==> src/rtl/stack_sequencer_if.sv <==
// stack_sequencer_if: request, PC-control and stack-memory signals
// of the stack sequencer; master is the pipeline side, slave the sequencer.
interface stack_sequencer_if #(
    parameter int PC_W   = 32,
    parameter int WORD_W = 16,
    parameter int FLAG_W = 4
);
    logic              req_valid;
    logic [1:0]        req_op;
    logic              req_ready;
    logic              int_req;
    logic [PC_W-1:0]   pc_in;
    logic [FLAG_W-1:0] flags_in;
    logic [WORD_W-1:0] mem_rdata;
    logic              mem_push;
    logic              mem_pop;
    logic [WORD_W-1:0] push_data;
    logic              busy;
    logic              stall_fetch;
    logic              clear_instruction;
    logic              pc_load;
    logic [PC_W-1:0]   pc_out;
    logic              flags_load;
    logic [FLAG_W-1:0] flags_out;
    logic              int_ack;

    modport master (
        output req_valid,
        output req_op,
        output int_req,
        output pc_in,
        output flags_in,
        output mem_rdata,
        input  req_ready,
        input  mem_push,
        input  mem_pop,
        input  push_data,
        input  busy,
        input  stall_fetch,
        input  clear_instruction,
        input  pc_load,
        input  pc_out,
        input  flags_load,
        input  flags_out,
        input  int_ack
    );

    modport slave (
        input  req_valid,
        input  req_op,
        input  int_req,
        input  pc_in,
        input  flags_in,
        input  mem_rdata,
        output req_ready,
        output mem_push,
        output mem_pop,
        output push_data,
        output busy,
        output stall_fetch,
        output clear_instruction,
        output pc_load,
        output pc_out,
        output flags_load,
        output flags_out,
        output int_ack
    );
endinterface

==> src/rtl/stack_sequencer.sv <==
// stack_sequencer: multi-cycle CALL/RET/RETI/interrupt stack controller.
// Define STACK_SEQ_INT_VECTOR_EN to load INT_VECTOR into the PC on interrupt entry.
module stack_sequencer #(
    parameter int              PC_W         = 32,
    parameter int              WORD_W       = 16,
    parameter int              FLAG_W       = 4,
    parameter int              DRAIN_CYCLES = 4,
    parameter int              POP_LATENCY  = 2,
    parameter logic [PC_W-1:0] INT_VECTOR   = '0
) (
    input logic              clk,
    input logic              reset,
    stack_sequencer_if.slave bus
);
    localparam int PC_WORDS = PC_W / WORD_W;
    localparam int CNT_W    = $clog2(DRAIN_CYCLES + PC_WORDS + 2);
    localparam int CAP_W    = $clog2(PC_WORDS + 2);

    localparam logic [1:0] OP_CALL = 2'b00;
    localparam logic [1:0] OP_RET  = 2'b01;
    localparam logic [1:0] OP_RETI = 2'b10;

`ifdef STACK_SEQ_INT_VECTOR_EN
    localparam bit VEC_EN = 1'b1;
`else
    localparam bit VEC_EN = 1'b0;
`endif

    typedef enum logic [2:0] {
        IDLE,
        DRAIN,
        PUSH_PC,
        PUSH_FLAGS,
        POP_FLAGS,
        POP_PC,
        WAIT_POP,
        DONE
    } state_t;

    state_t             state;
    logic [CNT_W-1:0]   cnt;
    logic               live;
    logic               is_int;
    logic               is_reti;
    logic [PC_W-1:0]    pc_cap;
    logic [FLAG_W-1:0]  flags_cap;
    logic [CAP_W-1:0]   cap_cnt;
    logic [POP_LATENCY-1:0] pop_pipe;

    logic               push;
    logic               pop;
    logic [WORD_W-1:0]  wdata;
    logic               clear;
    logic               load_pc;
    logic [PC_W-1:0]    pc_val;
    logic               load_flags;
    logic [FLAG_W-1:0]  flags_val;
    logic               ack;

    logic               ready;
    logic               op_call;
    logic               op_ret;
    logic               op_reti;
    logic               pop_tag;
    logic               flags_slot;
    logic               last_tag;
    logic [PC_W-1:0]    pc_shift;
    logic [WORD_W-1:0]  flags_word;

    // ready only in IDLE with no interrupt pending; live masks it during reset
    assign ready   = live && (state == IDLE) && !bus.int_req;
    assign op_call = (bus.req_op == OP_CALL);
    assign op_ret  = (bus.req_op == OP_RET);
    assign op_reti = (bus.req_op == OP_RETI);

    // a tag leaving the pipe means mem_rdata holds the matching pop word
    assign pop_tag    = pop_pipe[POP_LATENCY-1];
    assign flags_slot = is_reti && (cap_cnt == '0);
    assign last_tag   = pop_tag && (cap_cnt == (is_reti ? CAP_W'(PC_WORDS)
                                                        : CAP_W'(PC_WORDS - 1)));

    // LSW arrives first, so each new word enters at the top and shifts down
    assign pc_shift   = (pc_cap >> WORD_W) |
                        (PC_W'(bus.mem_rdata) << (PC_W - WORD_W));
    assign flags_word = WORD_W'(flags_cap);

    assign bus.req_ready         = ready;
    assign bus.busy              = (state != IDLE);
    assign bus.stall_fetch       = (state != IDLE);
    assign bus.mem_push          = push;
    assign bus.mem_pop           = pop;
    assign bus.push_data         = wdata;
    assign bus.clear_instruction = clear;
    assign bus.pc_load           = load_pc;
    assign bus.pc_out            = pc_val;
    assign bus.flags_load        = load_flags;
    assign bus.flags_out         = flags_val;
    assign bus.int_ack           = ack;

    // sequencer FSM; strobes are registered for the state being entered
    always_ff @(posedge clk or negedge reset) begin
        if (!reset) begin
            state      <= IDLE;
            cnt        <= '0;
            live       <= 1'b0;
            is_int     <= 1'b0;
            is_reti    <= 1'b0;
            pc_cap     <= '0;
            flags_cap  <= '0;
            cap_cnt    <= '0;
            pop_pipe   <= '0;
            push       <= 1'b0;
            pop        <= 1'b0;
            wdata      <= '0;
            clear      <= 1'b0;
            load_pc    <= 1'b0;
            pc_val     <= '0;
            load_flags <= 1'b0;
            flags_val  <= '0;
            ack        <= 1'b0;
        end else begin
            live       <= 1'b1;
            push       <= 1'b0;
            pop        <= 1'b0;
            wdata      <= '0;
            clear      <= 1'b0;
            load_pc    <= 1'b0;
            pc_val     <= '0;
            load_flags <= 1'b0;
            flags_val  <= '0;
            ack        <= 1'b0;

            pop_pipe[0] <= pop;
            for (int i = 1; i < POP_LATENCY; i++) begin
                pop_pipe[i] <= pop_pipe[i-1];
            end

            if (pop_tag) begin
                if (flags_slot) begin
                    flags_cap <= bus.mem_rdata[FLAG_W-1:0];
                end else begin
                    pc_cap <= pc_shift;
                end
                cap_cnt <= cap_cnt + 1'b1;
            end

            unique case (state)
                IDLE: begin
                    cnt <= '0;
                    if (live && bus.int_req) begin
                        state     <= DRAIN;
                        is_int    <= 1'b1;
                        is_reti   <= 1'b0;
                        pc_cap    <= bus.pc_in;
                        flags_cap <= bus.flags_in;
                        clear     <= 1'b1;
                    end else if (bus.req_valid && ready) begin
                        unique case (1'b1)
                            op_call: begin
                                state   <= PUSH_PC;
                                is_int  <= 1'b0;
                                is_reti <= 1'b0;
                                push    <= 1'b1;
                                wdata   <= bus.pc_in[PC_W-1 -: WORD_W];
                                pc_cap  <= bus.pc_in << WORD_W;
                            end
                            op_ret: begin
                                state   <= POP_PC;
                                is_int  <= 1'b0;
                                is_reti <= 1'b0;
                                pop     <= 1'b1;
                                pc_cap  <= '0;
                                cap_cnt <= '0;
                            end
                            op_reti: begin
                                state     <= POP_FLAGS;
                                is_int    <= 1'b0;
                                is_reti   <= 1'b1;
                                pop       <= 1'b1;
                                pc_cap    <= '0;
                                flags_cap <= '0;
                                cap_cnt   <= '0;
                            end
                            default: begin
                                state <= IDLE;
                            end
                        endcase
                    end
                end

                DRAIN: begin
                    if (cnt == CNT_W'(DRAIN_CYCLES - 1)) begin
                        state  <= PUSH_PC;
                        cnt    <= '0;
                        push   <= 1'b1;
                        wdata  <= pc_cap[PC_W-1 -: WORD_W];
                        pc_cap <= pc_cap << WORD_W;
                    end else begin
                        cnt   <= cnt + 1'b1;
                        clear <= 1'b1;
                    end
                end

                PUSH_PC: begin
                    if (cnt == CNT_W'(PC_WORDS - 1)) begin
                        cnt <= '0;
                        if (is_int) begin
                            state <= PUSH_FLAGS;
                            push  <= 1'b1;
                            wdata <= flags_word;
                        end else begin
                            state <= IDLE;
                        end
                    end else begin
                        cnt    <= cnt + 1'b1;
                        push   <= 1'b1;
                        wdata  <= pc_cap[PC_W-1 -: WORD_W];
                        pc_cap <= pc_cap << WORD_W;
                    end
                end

                PUSH_FLAGS: begin
                    state   <= DONE;
                    ack     <= 1'b1;
                    load_pc <= VEC_EN;
                    pc_val  <= VEC_EN ? INT_VECTOR : '0;
                end

                POP_FLAGS: begin
                    state <= POP_PC;
                    cnt   <= '0;
                    pop   <= 1'b1;
                end

                POP_PC: begin
                    if (cnt == CNT_W'(PC_WORDS - 1)) begin
                        state <= WAIT_POP;
                        cnt   <= '0;
                    end else begin
                        cnt <= cnt + 1'b1;
                        pop <= 1'b1;
                    end
                end

                WAIT_POP: begin
                    if (last_tag) begin
                        state      <= DONE;
                        load_pc    <= 1'b1;
                        pc_val     <= pc_shift;
                        load_flags <= is_reti;
                        flags_val  <= is_reti ? flags_cap : '0;
                    end
                end

                DONE: begin
                    state <= IDLE;
                end

                default: begin
                    state <= IDLE;
                end
            endcase
        end
    end
endmodule

==> src/flat_wrapper.sv <==
// flat-port wrapper written by rule: the top's interface ports become plain ports
module stack_sequencer_flat 
#(
    parameter int              PC_W         = 32,
    parameter int              WORD_W       = 16,
    parameter int              FLAG_W       = 4,
    parameter int              DRAIN_CYCLES = 4,
    parameter int              POP_LATENCY  = 2,
    parameter logic [PC_W-1:0] INT_VECTOR   = '0
)
  (clk, reset, bus_req_valid, bus_req_op, bus_int_req, bus_pc_in, bus_flags_in, bus_mem_rdata, bus_req_ready, bus_mem_push, bus_mem_pop, bus_push_data, bus_busy, bus_stall_fetch, bus_clear_instruction, bus_pc_load, bus_pc_out, bus_flags_load, bus_flags_out, bus_int_ack);
  stack_sequencer_if #(.PC_W(PC_W), .WORD_W(WORD_W), .FLAG_W(FLAG_W)) bus_i ();
  input logic clk;
  input logic reset;
  input wire logic [$bits(bus_i.req_valid)-1:0] bus_req_valid;
  input wire logic [$bits(bus_i.req_op)-1:0] bus_req_op;
  input wire logic [$bits(bus_i.int_req)-1:0] bus_int_req;
  input wire logic [$bits(bus_i.pc_in)-1:0] bus_pc_in;
  input wire logic [$bits(bus_i.flags_in)-1:0] bus_flags_in;
  input wire logic [$bits(bus_i.mem_rdata)-1:0] bus_mem_rdata;
  output wire logic [$bits(bus_i.req_ready)-1:0] bus_req_ready;
  output wire logic [$bits(bus_i.mem_push)-1:0] bus_mem_push;
  output wire logic [$bits(bus_i.mem_pop)-1:0] bus_mem_pop;
  output wire logic [$bits(bus_i.push_data)-1:0] bus_push_data;
  output wire logic [$bits(bus_i.busy)-1:0] bus_busy;
  output wire logic [$bits(bus_i.stall_fetch)-1:0] bus_stall_fetch;
  output wire logic [$bits(bus_i.clear_instruction)-1:0] bus_clear_instruction;
  output wire logic [$bits(bus_i.pc_load)-1:0] bus_pc_load;
  output wire logic [$bits(bus_i.pc_out)-1:0] bus_pc_out;
  output wire logic [$bits(bus_i.flags_load)-1:0] bus_flags_load;
  output wire logic [$bits(bus_i.flags_out)-1:0] bus_flags_out;
  output wire logic [$bits(bus_i.int_ack)-1:0] bus_int_ack;
  assign bus_i.req_valid = bus_req_valid;
  assign bus_i.req_op = bus_req_op;
  assign bus_i.int_req = bus_int_req;
  assign bus_i.pc_in = bus_pc_in;
  assign bus_i.flags_in = bus_flags_in;
  assign bus_i.mem_rdata = bus_mem_rdata;
  assign bus_req_ready = bus_i.req_ready;
  assign bus_mem_push = bus_i.mem_push;
  assign bus_mem_pop = bus_i.mem_pop;
  assign bus_push_data = bus_i.push_data;
  assign bus_busy = bus_i.busy;
  assign bus_stall_fetch = bus_i.stall_fetch;
  assign bus_clear_instruction = bus_i.clear_instruction;
  assign bus_pc_load = bus_i.pc_load;
  assign bus_pc_out = bus_i.pc_out;
  assign bus_flags_load = bus_i.flags_load;
  assign bus_flags_out = bus_i.flags_out;
  assign bus_int_ack = bus_i.int_ack;
  stack_sequencer #(.PC_W(PC_W), .WORD_W(WORD_W), .FLAG_W(FLAG_W), .DRAIN_CYCLES(DRAIN_CYCLES), .POP_LATENCY(POP_LATENCY), .INT_VECTOR(INT_VECTOR)) u_core (.clk(clk), .reset(reset), .bus(bus_i));
endmodule
==> config.mk <==
export PLATFORM = sky130hd
export DESIGN_NAME = stack_sequencer_flat
export DESIGN_NICKNAME = d
export VERILOG_FILES = /design/src/rtl/stack_sequencer_if.sv /design/src/rtl/stack_sequencer.sv /design/src/flat_wrapper.sv
export SDC_FILE = /design/constraint.sdc
export NUM_CORES = 1
export LEC_CHECK = 0
export ABC_AREA = 1
export CORE_AREA = 3 3 124 126
export CTS_CLUSTER_DIAMETER = 30
export DETAILED_ROUTE_END_ITERATION = 7
export DIE_AREA = 0 0 127 129
export HOLD_SLACK_MARGIN = 0.12
export MAX_ROUTING_LAYER = met4
export SLEW_MARGIN = 15
export SYNTH_ARGS = -nofsm -noshare
export SYNTH_HDL_FRONTEND = slang
export SYNTH_SLANG_ARGS = --single-unit
==> constraint.sdc <==
create_clock -name clk -period 3.5 [get_ports clk]
set_input_delay 0.7 -clock clk [delete_from_list [all_inputs] [get_ports clk]]
set_output_delay 0.7 -clock clk [all_outputs]
set_load 0.03 [all_outputs]
### Word-level counts from Yosys, hierarchy flattened

Index checks and enable logic that the tools add are counted.

| operators by class | value |
|---|---|
| eq/ne operators | 17 |
| bitwise gates (word level) | 1 |
| mux-type cells | 70 |
| $add $sub $neg | 2 |
| reduce and logical (&&, ||, !) cells | 23 |

Operators with widths:

| cell | number |
|---|---|
| two-way mux 32 bit | 8 |
| one-hot mux 32 bit (3 select lines) | 1 |
| two-way mux 16 bit | 5 |
| one-hot mux 32 bit (2 select lines) | 1 |
| one-hot mux 16 bit (3 select lines) | 1 |
| two-way mux 4 bit | 10 |
| OR 16 x 32 -> 32 bit | 1 |
| two-way mux 3 bit | 8 |
| one-hot mux 3 bit (8 select lines) | 1 |
| two-way mux 1 bit | 22 |
| one-hot mux 3 bit (3 select lines) | 2 |
| two-way mux 2 bit | 7 |
| equality test 3 bit, second input constant | 4 |
| equality test 3 x 2 -> 1 bit, second input constant | 3 |
| nonzero test 3 bit | 3 |
| inequality test 2 x 1 -> 1 bit, second input constant | 4 |
| OR reduction 2 bit | 4 |
| equality test 3 x 1 -> 1 bit, second input constant | 2 |
| logical AND 1 bit | 6 |
| one-hot mux 1 bit (3 select lines) | 2 |
| AND reduction 3 bit | 2 |
| AND reduction 5 bit | 1 |
| logical NOT 2 bit | 2 |
| one-hot mux 1 bit (2 select lines) | 2 |
| other kinds (10) | 11 |

| word-level totals | value |
|---|---|
| register bits | 107 |
| output and inout bits | 61 |

### Longest topological paths before layout

Gate-level depths: netlist (run 1).

| logic depth | value |
|---|---|
| depth in word-level cells | 8 |
| gate-level depth with buffers | 11 |
| mapped depth without buffers | 10 |

### Least setup slack after synthesis (run 1)

OpenSTA, ideal clock, no wires.

| path | value |
|---|---|
| kind | in2out |
| start point | input bus_int_req |
| end point | output bus_req_ready |
| stages on the path | 3 |
| slack | 1.713 ns |
| arrival | 1.087 ns |
| path buffers | 0 |
| cell sequence | nor2_1 inv_1 nor2_8 |

| on the way | value |
|---|---|
| word-level cells in the longest chain between the ends | 2 |

Ends and longest elaborated chain:

| element | line | source |
|---|---|---|
| start, declared | flat_wrapper.sv:17 | `input wire logic [$bits(bus_i.int_req)-1:0] bus_int_req;` |
| logical NOT 1 bit | stack_sequencer.sv:71 | `assign ready = live && (state == IDLE) && !bus.int_req;` |
| logical AND 1 bit | stack_sequencer.sv:71 |  |
| end, declared | flat_wrapper.sv:21 | `output wire logic [$bits(bus_i.req_ready)-1:0] bus_req_ready;` |

No other way between the ends.

### Worst setup path after layout (run 1)

Ends and elaborated chain as after synthesis.

==> results.sh, run 1 <==
export IMPL_p_comb_share_pct=38.9
export IMPL_synth_nets=709
export IMPL_max_slew_margin_pct=32.58
export IMPL_grt_antenna_before_repair=0
export IMPL_syn_area_sq_mm=0.005035
export IMPL_ios=119
export IMPL_synth_top_area_share_pct=53.18
export IMPL_grt_max_degree=70
export IMPL_grt_pass1_wl_microns=22760
export IMPL_path_max_fanout=3
export IMPL_skew_ns=0.01027
export IMPL_path_clk_slew_ns=0.06
export IMPL_grt_busiest_layer="met2"
export IMPL_postLayoutCellArea_sq_mm=0.006691
export IMPL_synth_xor_area_share_pct=0
export IMPL_ff_latch_area_sq_mm=0.002678
export IMPL_hold_depth=0
export IMPL_dr_pass1_iters=5
export IMPL_yosysUniqueCellTypes=26
export IMPL_final_cells=943
export IMPL_reg2regPathDepth=7
export IMPL_dp_hpwl_microns=9626
export IMPL_yosys_most_used_dff="dfrtp_1"
export IMPL_rsz0062_at_grt="false"
export IMPL_ys_ff_latch=107
export IMPL_crit_chain="clkdlybuf4s50_1 -> nor2_1 -> inv_1 -> nor2_8 -> clkdlybuf4s50_1"
export IMPL_startpoint_type="input port"
export IMPL_synth_enable_flop_cells=0
export IMPL_met1_usage_pct=23.17
export IMPL_grt_usage_pct=18.20
export IMPL_synthCells=641
export IMPL_cts_resized=0
export IMPL_finalHoldViolCount=0
export IMPL_port_buffer_count=118
export IMPL_synth_largest_area_cell="dfrtp_1"
export IMPL_multi_input_area_sq_mm=0.001958
export IMPL_grt_pass1_vias=4484
export IMPL_synth_compound_area_share_pct=7.232
export IMPL_crit_path_frequent_cell="clkdlybuf4s50_1"
export IMPL_wl_microns=13700
export IMPL_start_util_pct=34.91
export IMPL_area_growth_syn_to_layout_pct=32.90
export IMPL_post_cts_buffers=0
export IMPL_r2r_start="u_core.cap_cnt[0]"
export IMPL_powerDensity_mw_per_mm2=685.2
export IMPL_die_width_microns=127
export IMPL_wl_per_cell_microns=14.53
export IMPL_die_area_sq_mm=0.01638
export IMPL_cp_slowest_cell="clkdlybuf4s50_1"
export IMPL_ys_warn_count=0
export IMPL_clk_latency_ns=0.35
export IMPL_path_class="input port to primary output"
export IMPL_ctsRootBufferMaster="clkbuf_16"
export IMPL_drc=0
export IMPL_avgViaCountPerCell=4.709
export IMPL_switching_share_pct=39.56
export IMPL_grt_use_met3_pct=3.030
export IMPL_gp_congestion=0.9173
export IMPL_drt_iter0_drc=483
export IMPL_fin_ws_ns=0.5935
export IMPL_final_nets=822
export IMPL_finalSetupTns_ns=0
export IMPL_yosysSeqAreaShare_pct=53.18
export IMPL_cts_tree="yes"
export IMPL_p_leak_nw=3.388
export IMPL_fp_row_count=44
export IMPL_vias=4441
export IMPL_placed_cells=927
export IMPL_net_switching_power_w=0.001814
export IMPL_synthAdderAreaFrac_pct=2.485
export IMPL_tightest_slew_ns=1.008
export IMPL_max_cap_violations=0
export IMPL_cp_slowest_stage_delay_ns=0.68
export IMPL_finalSetupViolCount=0
export IMPL_status="finished clean"
export IMPL_hp_class="flip-flop to flip-flop"
export IMPL_hp_start="u_core.pop_pipe[0]"
export IMPL_drive_above_1_share_pct=5.534
export IMPL_hold_slack_ns=0.3564
export IMPL_async_reset_ff_share_pct=100.0
export IMPL_fill_cells=1405
export IMPL_crit_path_end_kind="primary output"
export IMPL_die_y_microns=129
export IMPL_met2_usage_pct=28.83
export IMPL_overflow=0
export IMPL_clk_path_buf_depth=2
export IMPL_r2r_slack_ns=1.51
export IMPL_p_int_w=0.002771
export IMPL_synth_top_family_by_area="simple AND/OR/NAND/NOR gates"
export IMPL_max_freq_mhz=344.1
export IMPL_period_minus_slack_ns=2.906
export IMPL_slew_violations=0
export IMPL_antenna_left=0
export IMPL_r2r_end="u_core.pc_cap[7]"
export IMPL_cp_arrival_ns=2.21
export IMPL_yosys_area_share_simple_pct=29.05
export IMPL_p_seq_share_pct=36.3
export IMPL_htreeDepth=3
export IMPL_clkSinkCount=107
export IMPL_syn_avg_cell_area_sq_um=7.855
export IMPL_period_share_pct=83.04
export IMPL_clkPwrFrac_pct=24.8
export IMPL_core_area_sq_mm=0.01442
export IMPL_cts_hold_buffers=0
export IMPL_ys_top_cells_by_area="dfrtp_1 (53%), nand2_1 (19%), nor2_1 (6.5%)"
export IMPL_ir_worst_vdd_uv=353.6
export IMPL_dpl_instance_area_sq_mm=0.006352
export IMPL_cts_buffers=9
export IMPL_whs_endpoint="u_core.pop_pipe[1]"
export IMPL_dp_slack_ns=0.5774
export IMPL_synth_area_mux_share_pct=0
export IMPL_diodes=0
export IMPL_crit_required_ns=2.80
## critical path: cells and delay by family
kind,cells,cell delay (ns)
buffers and inverters,3,1.22
AND/OR/NAND/NOR,2,0.27
## registers in the layout, indices dropped and copies added, names as in the netlist
signal                        count
u_core.flags_cap                  4
u_core.cap_cnt                    2
u_core.bus.flags_load             1
u_core.pc_cap                    32
u_core.state                      3
u_core.is_reti                    1
u_core.bus.flags_out              4
u_core.is_int                     1
u_core.bus.push_data             16
u_core.bus.mem_pop                1
u_core.live                       1
u_core.bus.int_ack                1
u_core.cnt                        3
u_core.bus.pc_out                32
u_core.pop_pipe                   2
u_core.bus.mem_push               1
u_core.bus.pc_load                1
u_core.bus.clear_instruction      1
## final cells by class
type                            instances  area share [%]
Timing Repair Buffer                  126           18.51
Clock inverter                          3           1.028
Multi-Input combinational cell        444           29.26
Sequential cell                       107           40.01
Inverter                               66           3.702
Tap cell                              184           3.441
Clock buffer                           13           4.039
## synth_stat cells, types with 4 or more instances
master and number:
buf_2 9, clkbuf_1 6, buf_4 4, ha_1 10, o21ai_0 52, inv_2 6, a21oi_1 5, dfrtp_1 107
o21ai_1 7, nor2_1 87, nand3_1 14, inv_1 60, nand2_1 250, buf_6 5, o211ai_1 4
## cell families after synthesis
kind of cell	Yosys count
AO/OA/AOI/OAI	70
adder cells (fa/ha/maj)	10
buffers and inverters	90
flip-flops	107
other	1
AND/OR/NAND/NOR	363
## cell usage in the layout, fill, tap and decap left out, drive strengths merged, types with 2 or more instances in the layout
cell type        n
o21ai           59
dfrtp          107
nand3           17
ha              10
clkdlybuf4s50  117
inv             66
nand2          253
buf              9
nor2            92
bufinv           2
a21oi            5
o211ai           4
clkbuf          13
## power by group through the flow
stage | Sequential, W | Clock [W] | Combinational [W]
after floorplan | 0.00174 | 0 | 0.00125
after global placement | 0.00167 | 0 | 0.00173
after detailed placement | 0.00168 | 0 | 0.00178
after CTS | 0.00166 | 0.00116 | 0.00180
after global routing | 0.00169 | 0.00122 | 0.00205
final | 0.00167 | 0.00114 | 0.00178
## worst max-delay path by stage
stage                start       endpoint  depth (start not counted)
3_5_place_dp   bus_int_req  bus_req_ready                          5
5_1_grt        bus_int_req  bus_req_ready                          5
4_1_cts        bus_int_req  bus_req_ready                          5
3_3_place_gp   bus_int_req  bus_req_ready                          5
2_1_floorplan  bus_int_req  bus_req_ready                          3
6_report       bus_int_req  bus_req_ready                          5
## per-stage QoR
step / power [W] / utilization (%)
final: 0.004585 / 46.39
after global routing: 0.004963 / 46.39
after CTS: 0.004623 / 46.39
after detailed placement: 0.003465 / 44.04
after global placement: 0.003405 / 44.04
after floorplan: 0.002990 / -
## layer usage
layer / up-vias / share of wire, % / routed length [microns]
met5: - / 0 / 0
met4: 0 / 2.7 / 375
met3: 32 / 5.4 / 740
met2: 153 / 48 / 6587
met1: 2077 / 44 / 5997
li1: 2179 / - / -
Note: power is estimated with default switching activity, not from simulation.
==> run 2, diff against run 1 <==
clock period = 2.7 ns   (was 3.5 ns; I/O delays follow)
==> run 2 against run 1 <==
  * Flip-flop and latch count unchanged
  * Routed wire length grew 0.61%
  * Largest power group unchanged
  * Total power up 27%
  * Global-route usage down 0.20 points
  * Cell count rose by 0.11%
==> results.sh, run 2 (synthesis results as in run 1) <==
export IMPL_multi_input_area_sq_mm=0.001958
export IMPL_dp_slack_ns=0.08473
export IMPL_finalHoldViolCount=0
export IMPL_grt_max_degree=46
export IMPL_core_area_sq_mm=0.01442
export IMPL_power_w=0.005802
export IMPL_dp_hpwl_microns=9705
export IMPL_antenna_left=0
export IMPL_fp_row_count=44
export IMPL_clk_path_buf_depth=2
export IMPL_drc=0
export IMPL_path_clk_slew_ns=0.07
export IMPL_ir_worst_vdd_uv=445.7
export IMPL_fin_ws_ns=0.09915
export IMPL_grt_pass1_vias=4379
export IMPL_die_y_microns=129
export IMPL_drive_above_1_share_pct=5.797
export IMPL_vias=4373
export IMPL_grt_pass1_wl_microns=22300
export IMPL_reg2regPathDepth=7
export IMPL_final_nets=822
export IMPL_max_cap_violations=0
export IMPL_r2r_end="u_core.bus.push_data[15]"
export IMPL_cts_buffers=9
export IMPL_clkSinkCount=107
export IMPL_start_util_pct=34.91
export IMPL_dr_pass1_iters=5
export IMPL_skew_ns=0.006496
export IMPL_post_cts_buffers=0
export IMPL_tightest_slew_ns=0.6674
export IMPL_area_growth_syn_to_layout_pct=32.73
export IMPL_overflow=0
export IMPL_die_width_microns=127
export IMPL_rsz0062_at_grt="false"
export IMPL_crit_required_ns=2.16
export IMPL_period_share_pct=96.33
export IMPL_die_area_sq_mm=0.01638
export IMPL_avgViaCountPerCell=4.632
export IMPL_r2r_slack_ns=0.61
export IMPL_layout_commonest_cell="nand2_1"
export IMPL_final_cell_mix="nand2_1 (249), clkdlybuf4s50_1 (117), dfrtp_1 (107)"
export IMPL_ff_latch_area_sq_mm=0.002678
export IMPL_cts_resized=0
export IMPL_wl_per_cell_microns=14.60
export IMPL_path_max_fanout=3
export IMPL_max_freq_mhz=384.5
export IMPL_wl_microns=13780
export IMPL_period_minus_slack_ns=2.601
export IMPL_path_class="input port to primary output"
export IMPL_cts_tree="yes"
export IMPL_grt_antenna_before_repair=1
export IMPL_fill_cells=1409
export IMPL_htreeDepth=3
export IMPL_startpoint_type="input port"
export IMPL_ios=119
export IMPL_clk_latency_ns=0.35
export IMPL_cts_hold_buffers=0
export IMPL_cp_arrival_ns=2.06
export IMPL_final_cells=944
export IMPL_r2r_start="u_core.state[0]"
export IMPL_drt_iter0_drc=262
export IMPL_port_buffer_count=118
export IMPL_crit_path_end_kind="primary output"
export IMPL_grt_usage_pct=18.00
export IMPL_p_leak_nw=3.383
export IMPL_status="finished clean"
export IMPL_gp_congestion=0.8522
export IMPL_placed_cells=927
export IMPL_slew_violations=0
export IMPL_ctsRootBufferMaster="clkbuf_16"
export IMPL_hp_class="input port to async pin"
export IMPL_finalSetupViolCount=0
export IMPL_powerDensity_mw_per_mm2=868.2
export IMPL_finalSetupTns_ns=0
export IMPL_max_slew_margin_pct=55.40
run 2: cell types whose count changed in the layout (fill, tap and decap cells not counted), sizes merged:
cell	change
clkbuf	-1
clkinv	+3
diode	+1
bufinv	-2
run 2: cell type report:
type                    instances  area share [%]
diodes                          1         0.03745
inverters                      66           3.707
flip-flops and latches        107           40.07
multi-input cells             444           29.30
repair buffers                126           19.10
clock buffers                  12           3.988
well taps                     184           3.445
clock inverters                 4          0.3557
run 2: worst max-delay path by stage:
stage,from,to,slack [ns],cells after the start
final,bus_int_req,bus_req_ready,0.1,5
after global routing,bus_int_req,bus_req_ready,0.0007,5
after CTS,bus_int_req,bus_req_ready,0.08,5
after detailed placement,bus_int_req,bus_req_ready,0.08,5
after global placement,bus_int_req,bus_req_ready,0.09,5
after floorplan,u_core.state[0],u_core.pc_cap[16],1.15,10
run 2: worst max-delay path: stages:
cell and delay, ns:
clkdlybuf4s50_1 0.43, nor2_1 0.15, inv_1 0.11, nor2_8 0.12, clkdlybuf4s50_1 0.70
run 2: stage by stage:
| stage | util (%) | area (sq um) | hold WS (ns) |
|---|---|---|---|
| 2_1_floorplan | - | 5035 | 0.2444 |
| 3_3_place_gp | 44.30 | 6390 | 0.3348 |
| 3_5_place_dp | 44.30 | 6390 | 0.3402 |
| 4_1_cts | 46.31 | 6680 | 0.1624 |
| 5_1_grt | 46.33 | 6683 | 0.1883 |
| 6_report | 46.33 | 6683 | 0.1545 |
run 2: layer usage:
| layer | vias up | global-route usage, % | part of all wire, % |
|---|---|---|---|
| met5 | - | - | 0 |
| met4 | 0 | 6.940 | 1.8 |
| met3 | 17 | 3.819 | 5.4 |
| met2 | 123 | 29.58 | 50 |
| met1 | 2055 | 21.83 | 43 |
| li1 | 2178 | - | - |
run 2: report_power, final:
part	internal [W]	leakage [nW]	total, W	switching [W]
Combinational	0.000790	1.80	0.00236	0.00157
Sequential	0.00194	1.44	0.00216	0.000216
Clock	0.000699	0.148	0.00129	0.000588
